**src/rtl/risc_ctrl_pkg.sv**
```systemverilog
// Shared encodings for the multicycle controller and the datapath muxes it steers.
// The state enum values are what state_dbg reports.
package risc_ctrl_pkg;

  typedef enum logic [3:0] {
    S_FETCH    = 4'd0,
    S_DECODE   = 4'd1,
    S_EXEC_R   = 4'd2,
    S_EXEC_I   = 4'd3,
    S_WB_ALU   = 4'd4,
    S_MEM_ADDR = 4'd5,
    S_MEM_RD   = 4'd6,
    S_WB_MEM   = 4'd7,
    S_MEM_WR   = 4'd8,
    S_BRANCH   = 4'd9,
    S_JAL      = 4'd10
  } state_t;

  typedef enum logic [2:0] {
    CLS_R   = 3'd0,
    CLS_I   = 3'd1,
    CLS_LD  = 3'd2,
    CLS_ST  = 3'd3,
    CLS_BR  = 3'd4,
    CLS_JAL = 3'd5,
    CLS_ILL = 3'd6
  } op_class_t;

  localparam logic [6:0] OP_R      = 7'b0110011;
  localparam logic [6:0] OP_I_ALU  = 7'b0010011;
  localparam logic [6:0] OP_LOAD   = 7'b0000011;
  localparam logic [6:0] OP_STORE  = 7'b0100011;
  localparam logic [6:0] OP_BRANCH = 7'b1100011;
  localparam logic [6:0] OP_JAL    = 7'b1101111;

  localparam logic [1:0] ALUB_B   = 2'd0;
  localparam logic [1:0] ALUB_4   = 2'd1;
  localparam logic [1:0] ALUB_IMM = 2'd2;

  localparam logic [1:0] ALUOP_ADD   = 2'd0;
  localparam logic [1:0] ALUOP_SUB   = 2'd1;
  localparam logic [1:0] ALUOP_FUNCT = 2'd2;

  localparam logic [1:0] RF_ALUOUT = 2'd0;
  localparam logic [1:0] RF_MDR    = 2'd1;
  localparam logic [1:0] RF_PC     = 2'd2;

endpackage

```
**src/rtl/risc_multicycle_ctrl_if.sv**
```systemverilog
// Shared memory port handshake. mem_req/mem_we/iord are held stable from the
// first request cycle until the cycle mem_ready=1 completes the access.
interface risc_multicycle_ctrl_if;
  logic mem_req;
  logic mem_we;
  logic iord;
  logic mem_ready;

  modport master (output mem_req, output mem_we, output iord, input mem_ready);
  modport slave  (input mem_req, input mem_we, input iord, output mem_ready);
endinterface

```
**src/rtl/risc_opcode_class.sv**
```systemverilog
// Combinational opcode to instruction-class decode.
module risc_opcode_class
  import risc_ctrl_pkg::*;
(
  input  logic [6:0] opcode,
  output op_class_t  op_class
);

  always_comb begin
    op_class = CLS_ILL;
    case (opcode)
      OP_R:      op_class = CLS_R;
      OP_I_ALU:  op_class = CLS_I;
      OP_LOAD:   op_class = CLS_LD;
      OP_STORE:  op_class = CLS_ST;
      OP_BRANCH: op_class = CLS_BR;
      OP_JAL:    op_class = CLS_JAL;
      default:   op_class = CLS_ILL;
    endcase
  end

endmodule

```
**src/rtl/risc_multicycle_ctrl.sv**
```systemverilog
// Multicycle control sequencer: state register plus combinational output and
// next-state decode for fetch/decode/execute/memory/writeback.
module risc_multicycle_ctrl
  import risc_ctrl_pkg::*;
(
  input  logic                          clk,
  input  logic                          rst_n,
  input  logic [6:0]                    opcode,
  input  logic                          alu_zero,
  risc_multicycle_ctrl_if.master        mem,
  output logic                          ir_we,
  output logic                          pc_we,
  output logic                          ab_we,
  output logic                          aluout_we,
  output logic                          mdr_we,
  output logic                          rf_we,
  output logic                          pc_src,
  output logic [1:0]                    rf_src,
  output logic                          alu_src_a,
  output logic [1:0]                    alu_src_b,
  output logic [1:0]                    alu_op,
  output logic                          instr_done,
  output logic                          illegal_op,
  output logic [3:0]                    state_dbg
);

  state_t    state_q, state_d;
  op_class_t class_q, class_d;
  op_class_t op_class;

  logic ir_we_c, pc_we_c, ab_we_c, aluout_we_c, mdr_we_c, rf_we_c;
  logic done_c, ill_c;

  risc_opcode_class u_class (
    .opcode   (opcode),
    .op_class (op_class)
  );

  always_ff @(posedge clk or negedge rst_n) begin
    if (!rst_n) begin
      state_q <= S_FETCH;
      class_q <= CLS_ILL;
    end else begin
      state_q <= state_d;
      class_q <= class_d;
    end
  end

  always_comb begin
    state_d = state_q;
    class_d = class_q;
    case (state_q)
      S_FETCH:  if (mem.mem_ready) state_d = S_DECODE;
      S_DECODE: begin
        // Class is captured here so later IR changes cannot redirect MEM_ADDR.
        class_d = op_class;
        case (op_class)
          CLS_R:         state_d = S_EXEC_R;
          CLS_I:         state_d = S_EXEC_I;
          CLS_LD, CLS_ST: state_d = S_MEM_ADDR;
          CLS_BR:        state_d = S_BRANCH;
          CLS_JAL:       state_d = S_JAL;
          default:       state_d = S_FETCH;
        endcase
      end
      S_EXEC_R, S_EXEC_I: state_d = S_WB_ALU;
      S_MEM_ADDR: state_d = (class_q == CLS_ST) ? S_MEM_WR : S_MEM_RD;
      S_MEM_RD:   if (mem.mem_ready) state_d = S_WB_MEM;
      S_MEM_WR:   if (mem.mem_ready) state_d = S_FETCH;
      default:    state_d = S_FETCH;
    endcase
  end

  always_comb begin
    mem.mem_req = 1'b0;
    mem.mem_we  = 1'b0;
    mem.iord    = 1'b0;
    ir_we_c     = 1'b0;
    pc_we_c     = 1'b0;
    ab_we_c     = 1'b0;
    aluout_we_c = 1'b0;
    mdr_we_c    = 1'b0;
    rf_we_c     = 1'b0;
    pc_src      = 1'b0;
    rf_src      = RF_ALUOUT;
    alu_src_a   = 1'b0;
    alu_src_b   = ALUB_B;
    alu_op      = ALUOP_ADD;
    done_c      = 1'b0;
    ill_c       = 1'b0;
    case (state_q)
      S_FETCH: begin
        mem.mem_req = 1'b1;
        alu_src_b   = ALUB_4;
        ir_we_c     = mem.mem_ready;
        pc_we_c     = mem.mem_ready;
      end
      S_DECODE: begin
        ab_we_c     = 1'b1;
        aluout_we_c = 1'b1;
        alu_src_b   = ALUB_IMM;
        ill_c       = (op_class == CLS_ILL);
        done_c      = (op_class == CLS_ILL);
      end
      S_EXEC_R, S_EXEC_I: begin
        alu_src_a   = 1'b1;
        alu_src_b   = (state_q == S_EXEC_I) ? ALUB_IMM : ALUB_B;
        alu_op      = ALUOP_FUNCT;
        aluout_we_c = 1'b1;
      end
      S_WB_ALU: begin
        rf_we_c = 1'b1;
        done_c  = 1'b1;
      end
      S_MEM_ADDR: begin
        alu_src_a   = 1'b1;
        alu_src_b   = ALUB_IMM;
        aluout_we_c = 1'b1;
      end
      S_MEM_RD: begin
        mem.mem_req = 1'b1;
        mem.iord    = 1'b1;
        mdr_we_c    = mem.mem_ready;
      end
      S_WB_MEM: begin
        rf_we_c = 1'b1;
        rf_src  = RF_MDR;
        done_c  = 1'b1;
      end
      S_MEM_WR: begin
        mem.mem_req = 1'b1;
        mem.mem_we  = 1'b1;
        mem.iord    = 1'b1;
        done_c      = mem.mem_ready;
      end
      S_BRANCH: begin
        alu_src_a = 1'b1;
        alu_op    = ALUOP_SUB;
        pc_src    = 1'b1;
        pc_we_c   = alu_zero;
        done_c    = 1'b1;
      end
      S_JAL: begin
        rf_we_c = 1'b1;
        rf_src  = RF_PC;
        pc_we_c = 1'b1;
        pc_src  = 1'b1;
        done_c  = 1'b1;
      end
      default: ;
    endcase
  end

  // While reset is held the state sits in FETCH; mask enables so a ready
  // memory cannot load IR/PC during reset.
  assign ir_we      = ir_we_c     & rst_n;
  assign pc_we      = pc_we_c     & rst_n;
  assign ab_we      = ab_we_c     & rst_n;
  assign aluout_we  = aluout_we_c & rst_n;
  assign mdr_we     = mdr_we_c    & rst_n;
  assign rf_we      = rf_we_c     & rst_n;
  assign instr_done = done_c      & rst_n;
  assign illegal_op = ill_c       & rst_n;
  assign state_dbg  = state_q;

endmodule

```
**src/flat_wrapper.sv**
```systemverilog
// flat-port wrapper written by rule: the top's interface ports become plain ports
module risc_multicycle_ctrl_flat import risc_ctrl_pkg::*;
  (clk, rst_n, opcode, alu_zero, ir_we, pc_we, ab_we, aluout_we, mdr_we, rf_we, pc_src, rf_src, alu_src_a, alu_src_b, alu_op, instr_done, illegal_op, state_dbg, mem_mem_req, mem_mem_we, mem_iord, mem_mem_ready);
  risc_multicycle_ctrl_if mem_i ();
  input  logic clk;
  input  logic rst_n;
  input  logic [6:0] opcode;
  input  logic alu_zero;
  output logic ir_we;
  output logic pc_we;
  output logic ab_we;
  output logic aluout_we;
  output logic mdr_we;
  output logic rf_we;
  output logic pc_src;
  output logic [1:0] rf_src;
  output logic alu_src_a;
  output logic [1:0] alu_src_b;
  output logic [1:0] alu_op;
  output logic instr_done;
  output logic illegal_op;
  output logic [3:0] state_dbg;
  output wire logic [$bits(mem_i.mem_req)-1:0] mem_mem_req;
  output wire logic [$bits(mem_i.mem_we)-1:0] mem_mem_we;
  output wire logic [$bits(mem_i.iord)-1:0] mem_iord;
  input wire logic [$bits(mem_i.mem_ready)-1:0] mem_mem_ready;
  assign mem_mem_req = mem_i.mem_req;
  assign mem_mem_we = mem_i.mem_we;
  assign mem_iord = mem_i.iord;
  assign mem_i.mem_ready = mem_mem_ready;
  risc_multicycle_ctrl u_core (.clk(clk), .rst_n(rst_n), .opcode(opcode), .alu_zero(alu_zero), .mem(mem_i), .ir_we(ir_we), .pc_we(pc_we), .ab_we(ab_we), .aluout_we(aluout_we), .mdr_we(mdr_we), .rf_we(rf_we), .pc_src(pc_src), .rf_src(rf_src), .alu_src_a(alu_src_a), .alu_src_b(alu_src_b), .alu_op(alu_op), .instr_done(instr_done), .illegal_op(illegal_op), .state_dbg(state_dbg));
endmodule
```
**config.mk**
```make
export PLATFORM = sky130hd
export DESIGN_NAME = risc_multicycle_ctrl_flat
export DESIGN_NICKNAME = d
export VERILOG_FILES = /design/src/rtl/risc_ctrl_pkg.sv /design/src/rtl/risc_multicycle_ctrl_if.sv /design/src/rtl/risc_opcode_class.sv /design/src/rtl/risc_multicycle_ctrl.sv /design/src/flat_wrapper.sv
export SDC_FILE = /design/constraint.sdc
export NUM_CORES = 1
export LEC_CHECK = 0
export CELL_PAD_IN_SITES_DETAIL_PLACEMENT = 0
export CELL_PAD_IN_SITES_GLOBAL_PLACEMENT = 1
export CORE_MARGIN = 1
export CORE_UTILIZATION = 40
export DETAILED_ROUTE_END_ITERATION = 10
export DONT_BUFFER_PORTS = 1
export GPL_TIMING_DRIVEN = 0
export PLACE_DENSITY = 0.82
export SLEW_MARGIN = 20
export SYNTH_ARGS = -nofsm -noshare
export SYNTH_HDL_FRONTEND = slang
export SYNTH_SLANG_ARGS = --single-unit
```
**constraint.sdc**
```tcl
create_clock -name clk -period 4.83 [get_ports clk]
set_input_delay 0.966 -clock clk [delete_from_list [all_inputs] [get_ports clk]]
set_output_delay 0.966 -clock clk [all_outputs]
set_load 0.01 [all_outputs]
```
==> reports/metrics.csv <==
metric;value;unit
cts_setup_buffers;0;
n_antenna_cell;0;
htreeDepth;1;
ir_drop;0.1673;mV
routedWlPerCell;13.88;um
clockBufferDepth;2;
holdCritPathClass;in2async;
dr.pass1.iters;4;
antenna_found_initial;0;
worstSetupEndpointType;primary output;
worstSetupStartpointType;flip-flop;
synth_top_area_share;17.15;%
grt_pass1_vias;628;
ys_warn_count;0;
postCtsHoldBufs;0;
status;complete, no violations;
drt_wl_total;1791;um
setup_viol;0;
grt_max_degree;14;
seq_area;177.7;um2
drive_gt1_share;10.58;%
grt_pass1_wl;2760;um
synth_top_cells_by_count;nor2_1 (14), o21ai_0 (9), nand2_1 (8);
cts-root-buf;clkbuf_4;
cts_buffers;3;
overflow;0;
drcViolationCount;0;
rsz0062_at_grt;no;
ant_nets;0;
gr-usage-all-layers;18.64;%
async_reset_ff_share;100.0;%
rows;15;
nFillCells;193;
postLayoutCoreUtil;45.58;%
finalSetupTns;0;ns
p_leak;0.0003274;uW
multi_input_area;516.7;um2
nets;116;
clock_latency;0.25;ns
fin_worst_skew;0.002243;ns
die_y;44.71;um
yosys.area.top_type;dfrtp_1;
critPathArrivalTime;1.93;ns
report.final.slew_viol_count;0;
viasPerCell;5.690;
max_slew_margin;71.43;%
tightest_slew;0.4285;ns
place_ws;2.006;ns
power_density;423.7;mW/mm2
die_area;0.001999;mm2
total_power;333.5;uW
hold_slack;0.4054;ns
synth-main-ff-cell;dfrtp_1;
ctsResizeCount;0;
num_vias;734;
port_buffers;0;
period_share;60.03;%
clkSlewWorstSetupHoldPaths;0.05;ns
cts_sinks;7;
die_w;44.71;um
cts_tree;yes;
cap_violations;0;
synth_edf_count;0;
fin_crit;2.900;ns
crit_fanout;10;
io_pins;34;
syn-num-nets;111;
ys_seq_elements;7;
syn_area;729.5;um2
synth.avg_cell_area;7.295;um2
synth_cell_types;38;
start_util;42.25;%
area_delta_synth_final;7.890;%
drt-initial-drc-count;11;
setup_slack;1.930;ns
place_congestion;0.7483;
worstPathRequired;3.86;ns
hold_viol_final;0;
synthCells;100;
ys_seq_area_share;24.36;%
synthTopCellsByArea;dfrtp_1 (17%), dfstp_2 (7.2%), nor2_1 (7.2%), o21ai_0 (6.2%), nand2b_1 (5.1%);
coreArea;0.001727;mm2
synth.most_common_cell;nor2_1;
path_class;reg2out;
dpl.hpwl;1418;um
max_freq;344.9;MHz
## power breakdown
| part | internal, uW | leakage, uW | switching, uW |
|---|---|---|---|
| Sequential | 71.7 | 0.0000888 | 21.6 |
| Combinational | 68.8 | 0.000224 | 118 |
| Clock | 31.6 | 0.0000150 | 22.3 |
| Total | 172 | 0.000327 | 161 |
## per-stage QoR
step,instances,cell area [um2]
floorplan,100,729.5
global placement,125,760.7
detailed placement,125,760.7
CTS,129,787.0
global route,129,787.0
finish,129,787.0
## registers in the layout (all words and copies together), names as in the netlist
signal            flops
u_core.state_dbg      4
u_core.class_q        3
## kinds of logic (layout without fill, tap and decap cells)
group                     count (synthesis)  after routing  synth area share, %
DFF                                       7              7                24.36
AOI/OAI and AO/OA                        27             27                24.53
xor gates and xnor gates                  2              2                2.402
and+or+nand+nor                          55             55                43.91
buffers and inverters                     9             13                4.801
## placed cells by master, fill, tap and decap left out, types with 4 or more instances in the layout
cell,n
and3b_1,4
nor3_1,5
a21oi_1,5
nand2_1,8
nand2b_1,6
inv_1,4
nor2_1,14
nand3_1,4
o21ai_0,9
clkbuf_1,4
dfrtp_1,5
## area by class of cell
cell class,count,area share [%]
plain buffers,5,2.544
clock buffers,4,3.339
inverters,4,1.908
multi-input cells,84,65.66
flip-flops and latches,7,22.58
well taps,25,3.975
## worst paths after layout
kind                                                   endpoint                       startpoint  slack (ns)  cells past startpoint
worst max-delay path                                 instr_done  u_core.state_dbg[3]$_DFFE_PN0P_        1.93                      5
worst min-delay path            u_core.state_dbg[3]$_DFFE_PN0P_                            rst_n        0.41                      0
worst max register to register  u_core.state_dbg[0]$_DFFE_PN0P_  u_core.state_dbg[1]$_DFFE_PN0P_        3.00                      5
worst min register to register    u_core.class_q[0]$_DFFE_PN0P_    u_core.class_q[0]$_DFFE_PN0P_        0.50                      1
max in group asynchronous         u_core.class_q[1]$_DFFE_PN1P_                            rst_n        4.25                      0
min in group clk                  u_core.class_q[0]$_DFFE_PN0P_    u_core.class_q[0]$_DFFE_PN0P_        0.50                      1
## critical path: stages, from the launching register on
cell,delay (ns)
dfrtp_1,0.49
clkbuf_1,0.39
nand2b_1,0.22
o22a_1,0.21
o21ai_0,0.16
o21a_1,0.21
## layer usage
metal / track usage, % / wire length, um / vias up
met4: 3.636 / 0 / 0
met2: 28.53 / 833 / 25
met1: 26.18 / 846 / 346
met3: 5.600 / 111 / 0
met5: 0 / 0 / -
li1: - / - / 363
Note: power is estimated with default switching activity, not from simulation.
